--- src/rtl/pipeline_hazard_ctrl.sv ---
// rtl/pipeline_hazard_ctrl.sv - stall/flush sequencer for the five-stage pipeline
//
// Ports:
//   clk, reset                  clock, synchronous active-high reset
//   IDEX_opcode_out             opcode of the instruction in EX
//   IDEX_write_reg_out          rd of the instruction in EX
//   IFID_rs1, IFID_rs2          source registers of the instruction in ID
//   EXMEM_pc_replace_out        taken branch/jump needs a PC redirect
//   mem_req, mem_ready          data memory access in flight / completing
//   pc_write, pc_redirect       PC enable and PC target-mux select
//   IFID_write, IFID_flush      IF/ID enable and NOP insert
//   IDEX_act, EXMEM_act,
//   MEMWB_act                   valid qualifiers for the stage registers
//   stage_hold                  freezes ID/EX, EX/MEM and MEM/WB
//   mem_error                   sticky data memory timeout flag
//   stall_cnt, flush_cnt        performance counters
module pipeline_hazard_ctrl #(
    parameter int TIMEOUT = 16,
    parameter int CNT_W   = 32
) (
    input  logic             clk,
    input  logic             reset,
    input  logic [6:0]       IDEX_opcode_out,
    input  logic [4:0]       IDEX_write_reg_out,
    input  logic [4:0]       IFID_rs1,
    input  logic [4:0]       IFID_rs2,
    input  logic             EXMEM_pc_replace_out,
    input  logic             mem_req,
    input  logic             mem_ready,
    output logic             pc_write,
    output logic             pc_redirect,
    output logic             IFID_write,
    output logic             IFID_flush,
    output logic             IDEX_act,
    output logic             EXMEM_act,
    output logic             MEMWB_act,
    output logic             stage_hold,
    output logic             mem_error,
    output logic [CNT_W-1:0] stall_cnt,
    output logic [CNT_W-1:0] flush_cnt
);

    localparam logic [1:0] ST_RUN      = 2'd0;
    localparam logic [1:0] ST_MEM_WAIT = 2'd1;
    localparam logic [1:0] ST_REDIRECT = 2'd2;

    localparam logic [6:0] OP_LOAD = 7'b0000011;

    // wcnt never exceeds TIMEOUT-1, so clog2(TIMEOUT) bits suffice.
    localparam int              WCNT_W    = $clog2(TIMEOUT);
    localparam logic [WCNT_W-1:0] WCNT_LAST = WCNT_W'(TIMEOUT - 1);

    logic [1:0]        state, state_nxt;
    logic              pending, pending_nxt;
    logic [WCNT_W-1:0] wcnt, wcnt_nxt;
    logic              stall_inc, flush_inc, err_set;
    logic              load_use;
    logic              pend_now;

    assign load_use = (IDEX_opcode_out == OP_LOAD) &&
                      (IDEX_write_reg_out != 5'd0) &&
                      ((IDEX_write_reg_out == IFID_rs1) ||
                       (IDEX_write_reg_out == IFID_rs2));

    // A redirect seen in the same cycle as release must still be honoured.
    assign pend_now = pending | EXMEM_pc_replace_out;

    always_comb begin
        pc_write    = 1'b1;
        pc_redirect = 1'b0;
        IFID_write  = 1'b1;
        IFID_flush  = 1'b0;
        IDEX_act    = 1'b1;
        EXMEM_act   = 1'b1;
        MEMWB_act   = 1'b1;
        stage_hold  = 1'b0;
        state_nxt   = state;
        pending_nxt = pending;
        wcnt_nxt    = wcnt;
        stall_inc   = 1'b0;
        flush_inc   = 1'b0;
        err_set     = 1'b0;

        case (state)
            ST_RUN: begin
                if (mem_req && !mem_ready) begin
                    pc_write    = 1'b0;
                    IFID_write  = 1'b0;
                    MEMWB_act   = 1'b0;
                    stage_hold  = 1'b1;
                    pending_nxt = EXMEM_pc_replace_out;
                    wcnt_nxt    = WCNT_W'(1);
                    state_nxt   = ST_MEM_WAIT;
                end else if (EXMEM_pc_replace_out) begin
                    pc_redirect = 1'b1;
                    IFID_flush  = 1'b1;
                    IDEX_act    = 1'b0;
                    EXMEM_act   = 1'b0;
                    flush_inc   = 1'b1;
                end else if (load_use) begin
                    pc_write   = 1'b0;
                    IFID_write = 1'b0;
                    IDEX_act   = 1'b0;
                    stall_inc  = 1'b1;
                end
            end

            ST_MEM_WAIT: begin
                pc_write    = 1'b0;
                IFID_write  = 1'b0;
                MEMWB_act   = 1'b0;
                stage_hold  = 1'b1;
                stall_inc   = 1'b1;
                pending_nxt = pend_now;
                if (mem_ready) begin
                    stage_hold = 1'b0;
                    MEMWB_act  = 1'b1;
                    wcnt_nxt   = '0;
                    state_nxt  = pend_now ? ST_REDIRECT : ST_RUN;
                end else if (wcnt == WCNT_LAST) begin
                    // Abandon the access: unfreeze but drop the writeback.
                    stage_hold = 1'b0;
                    err_set    = 1'b1;
                    wcnt_nxt   = '0;
                    state_nxt  = pend_now ? ST_REDIRECT : ST_RUN;
                end else begin
                    wcnt_nxt = wcnt + WCNT_W'(1);
                end
            end

            ST_REDIRECT: begin
                pc_redirect = 1'b1;
                IFID_flush  = 1'b1;
                IDEX_act    = 1'b0;
                EXMEM_act   = 1'b0;
                flush_inc   = 1'b1;
                pending_nxt = 1'b0;
                state_nxt   = ST_RUN;
            end

            default: begin
                state_nxt   = ST_RUN;
                pending_nxt = 1'b0;
                wcnt_nxt    = '0;
            end
        endcase

        // During reset the pipeline is held empty: nothing advances, IF/ID loads a NOP.
        if (reset) begin
            pc_write    = 1'b0;
            pc_redirect = 1'b0;
            IFID_write  = 1'b0;
            IFID_flush  = 1'b1;
            IDEX_act    = 1'b0;
            EXMEM_act   = 1'b0;
            MEMWB_act   = 1'b0;
            stage_hold  = 1'b0;
        end
    end

    always_ff @(posedge clk) begin
        if (reset) begin
            state     <= ST_RUN;
            pending   <= 1'b0;
            wcnt      <= '0;
            stall_cnt <= '0;
            flush_cnt <= '0;
            mem_error <= 1'b0;
        end else begin
            state   <= state_nxt;
            pending <= pending_nxt;
            wcnt    <= wcnt_nxt;
            if (stall_inc) begin
                stall_cnt <= stall_cnt + CNT_W'(1);
            end
            if (flush_inc) begin
                flush_cnt <= flush_cnt + CNT_W'(1);
            end
            if (err_set) begin
                mem_error <= 1'b1;
            end
        end
    end

endmodule

--- config.mk ---
export PLATFORM = sky130hd
export DESIGN_NAME = pipeline_hazard_ctrl
export DESIGN_NICKNAME = d
export VERILOG_FILES = /design/src/rtl/pipeline_hazard_ctrl.sv
export SDC_FILE = /design/constraint.sdc
export NUM_CORES = 1
export LEC_CHECK = 0
export BUFFER_PORTS_ARGS = -buffer_cell sky130_fd_sc_hd__buf_2
export CAP_MARGIN = 20
export CELL_PAD_IN_SITES_DETAIL_PLACEMENT = 1
export CELL_PAD_IN_SITES_GLOBAL_PLACEMENT = 2
export CORE_ASPECT_RATIO = 0.9
export CORE_MARGIN = 1.5
export CORE_UTILIZATION = 34
export CTS_BUF_LIST = sky130_fd_sc_hd__clkbuf_8
export DETAILED_ROUTE_END_ITERATION = 6
export HOLD_SLACK_MARGIN = 0.05
export PLACE_DENSITY_LB_ADDON = 0.3
export SLEW_MARGIN = 15
export SYNTH_ARGS = -nofsm -noshare
export SYNTH_HDL_FRONTEND = slang
export SYNTH_SLANG_ARGS = --single-unit
--- constraint.sdc ---
create_clock -name clk -period 2.9 [get_ports clk]
set_input_delay 0.145 -clock clk [delete_from_list [all_inputs] [get_ports clk]]
set_output_delay 0.145 -clock clk [all_outputs]
set_load 0.005 [all_outputs]
==> metrics.yaml <==
timing:
  fin_tns_setup_ns: 0
  min_period_over_period_pct: 82.4
  slew_violations: 0
  slew_headroom_pct: 60.7
  final-setup-viol-count: 0
  grt_setup_unrepaired: "no"
  hold_viol: 0
  fmax_mhz: 418
  clock_skew_ns: 0.00808
  hold_slack_ns: 0.136
  min_period_ns: 2.39
  worst_pin_slew_ns: 0.589
synth:
  synth_simple_gate_area_share_pct: 31.1
  synth_compound_area_share_pct: 15.5
  postSynthAreaPerCell_um2: 8.59
  synth_top_area_share_pct: 38.4
  synth_seq_cells: 72
  synth_edf_count: 0
  syn_inst: 437
  ys_warn_count: 0
  synth_top_family_by_area: "simple AND/OR/NAND/NOR gates"
  syn-num-nets: 467
  mappedNetlistArea_mm2: 0.00375
  synthDistinctLibCells: 50
  synth_xor_area_share_pct: 8.40
  synth_top_cell_by_area: "dfxtp_1"
  synth.area.mux_share_pct: 0.267
  synthTopCellsByArea: "dfxtp_1 38%, a21oi_1 5.6%, or4_1 5.0%, xor2_1 4.9%, o31ai_1 4.8%"
  synth_seq_area_share_pct: 38.4
  synth-adder-area-share_pct: 1.00
  ys.flop_type: "dfxtp_1"
  async_reset_ff_share_pct: 0
clock_network:
  postCtsHoldBufs: 0
  cts_made_buffers: 9
  cts_max_level: 3
  cts.reportedPaths.clkPinSlew_ns: 0.08
  post_cts_buffers: 0
  cts.sinks: 72
  clock_latency_ns: 0.36
  clockBufferDepth: 2
  cts_tree: "built"
  cts_root_buffer: "clkbuf_8"
  cts_resized: 0
worst_setup_path:
  start_kind: "flop"
  r2r_cells: 6
  worstSetupPathType: "flop to flop"
  crit_arrival_ns: 2.69
  endpoint_kind: "flop"
  required_ns: 3.20
  cp_max_fo: 12
layout:
  nets: 556
  n_antenna_cell: 0
  final_cells: 663
  final_common_cell: "buf_2"
  final_cell_mix: "99 x buf_2, 72 x dfxtp_1, 45 x nor2_1"
  area_delta_synth_final_pct: 20.1
  drive_gt1_share_pct: 25.8
min_path:
  min_path_cells: 3
  min_path_type: "primary input to flop"
global_route:
  grt_util_all_layers_pct: 18.3
  grt_overflow: 0
  grt_pass1_wl_um: 17200
  grt_pass1_vias: 3492
  grt_max_degree: 63
  antenna_found_initial: 0
floorplanning:
  dieArea_mm2: 0.0117
  die_h_um: 103
  start_util_pct: 34.9
  die_w_um: 114
  core_area_mm2: 0.0108
  core.rowCount: 36
  ios: 100
drt:
  via_per_inst: 5.40
  wl_per_cell_um: 15.4
  vias: 3577
  drc: 0
  firstDrtPassIters: 4
  routed_wl_um: 10200
  final_antenna_net_count: 0
  dr.first_iter.drc_count: 127
place:
  dp_cells: 648
  hpwl_um: 7270
  port_buffers: 99
  gp_congestion: 0.764
power:
  p_per_area_mw_per_mm2: 430
  leakagePower_nw: 1.80
  peakVddDrop_mv: 0.169
status:
  status: "finished, final reports clean"
run:
  drv_cap: 0
flip-flops by register name, summed over array words and instances (netlist names):
signal     flops
state          2
pending        1
mem_error      1
stall_cnt     32
wcnt           4
flush_cnt     32
worst max-delay path: stages (launching register included):
cell	delay (ns)
dfxtp_1	0.46
and4_1	0.28
nand3_2	0.13
nor3_1	0.34
nand3_1	0.37
or4_1	0.58
a21oi_1	0.16
cell type report:
type	count	area, um^2
Fill cell	1318	6260
Multi-Input combinational cell	328	2120
Sequential cell	72	1440
Timing Repair Buffer	106	561
Tap cell	133	166
Clock buffer	10	138
Clock inverter	5	48.8
Inverter	9	33.8
metal layers:
layer | wire [um] | GRT usage [%]
met5 | 0 | 0
met4 | 155 | 6.54
met3 | 381 | 4.53
met2 | 4770 | 29.3
met1 | 4880 | 24.3
logic make-up (layout without fill, tap and decap cells):
kind of cell / Yosys count / after routing
compound gates: 92 / 92
simple gates: 196 / 196
xor+xnor: 36 / 36
buf+inv: 37 / 130
flops: 72 / 72
mux: 1 / 1
fa+ha+maj: 3 / 3
synth_stat cells, types with 8 or more instances:
| master | n |
|---|---|
| nor2_1 | 45 |
| inv_1 | 9 |
| clkbuf_1 | 17 |
| o31ai_1 | 24 |
| xor2_1 | 21 |
| nand4_1 | 23 |
| o21ai_1 | 12 |
| or4_1 | 25 |
| xnor2_1 | 15 |
| a21oi_1 | 42 |
| nand3_1 | 19 |
| or3_1 | 12 |
| nand2_1 | 27 |
| dfxtp_1 | 72 |
| and3_1 | 8 |
worst paths after layout:
kind / end / startpoint / slack, ns
max: stall_cnt[24] / stall_cnt[6] / 0.51
min: pending / EXMEM_pc_replace_out / 0.14
max reg2reg: stall_cnt[24] / stall_cnt[6] / 0.51
min reg2reg: mem_error / mem_error / 0.48
stage by stage:
step	setup WS, ns	utilization, %	instance area (um^2)	power [mW]
final	0.510	41.9	4510	1.94
after detailed placement	0.588	40.1	4320	1.17
after floorplan	0.957	-	3750	1.12
after global routing	0.239	41.9	4510	2.03
after global placement	0.673	40.1	4320	1.17
after CTS	0.549	41.9	4510	1.98
report_power, final:
part | internal [mW] | leakage (nW) | switching [mW]
Combinational | 0.0587 | 1.12 | 0.0834
Sequential | 0.995 | 0.581 | 0.0107
Clock | 0.409 | 0.103 | 0.382
(Power assumes the default switching activity.)
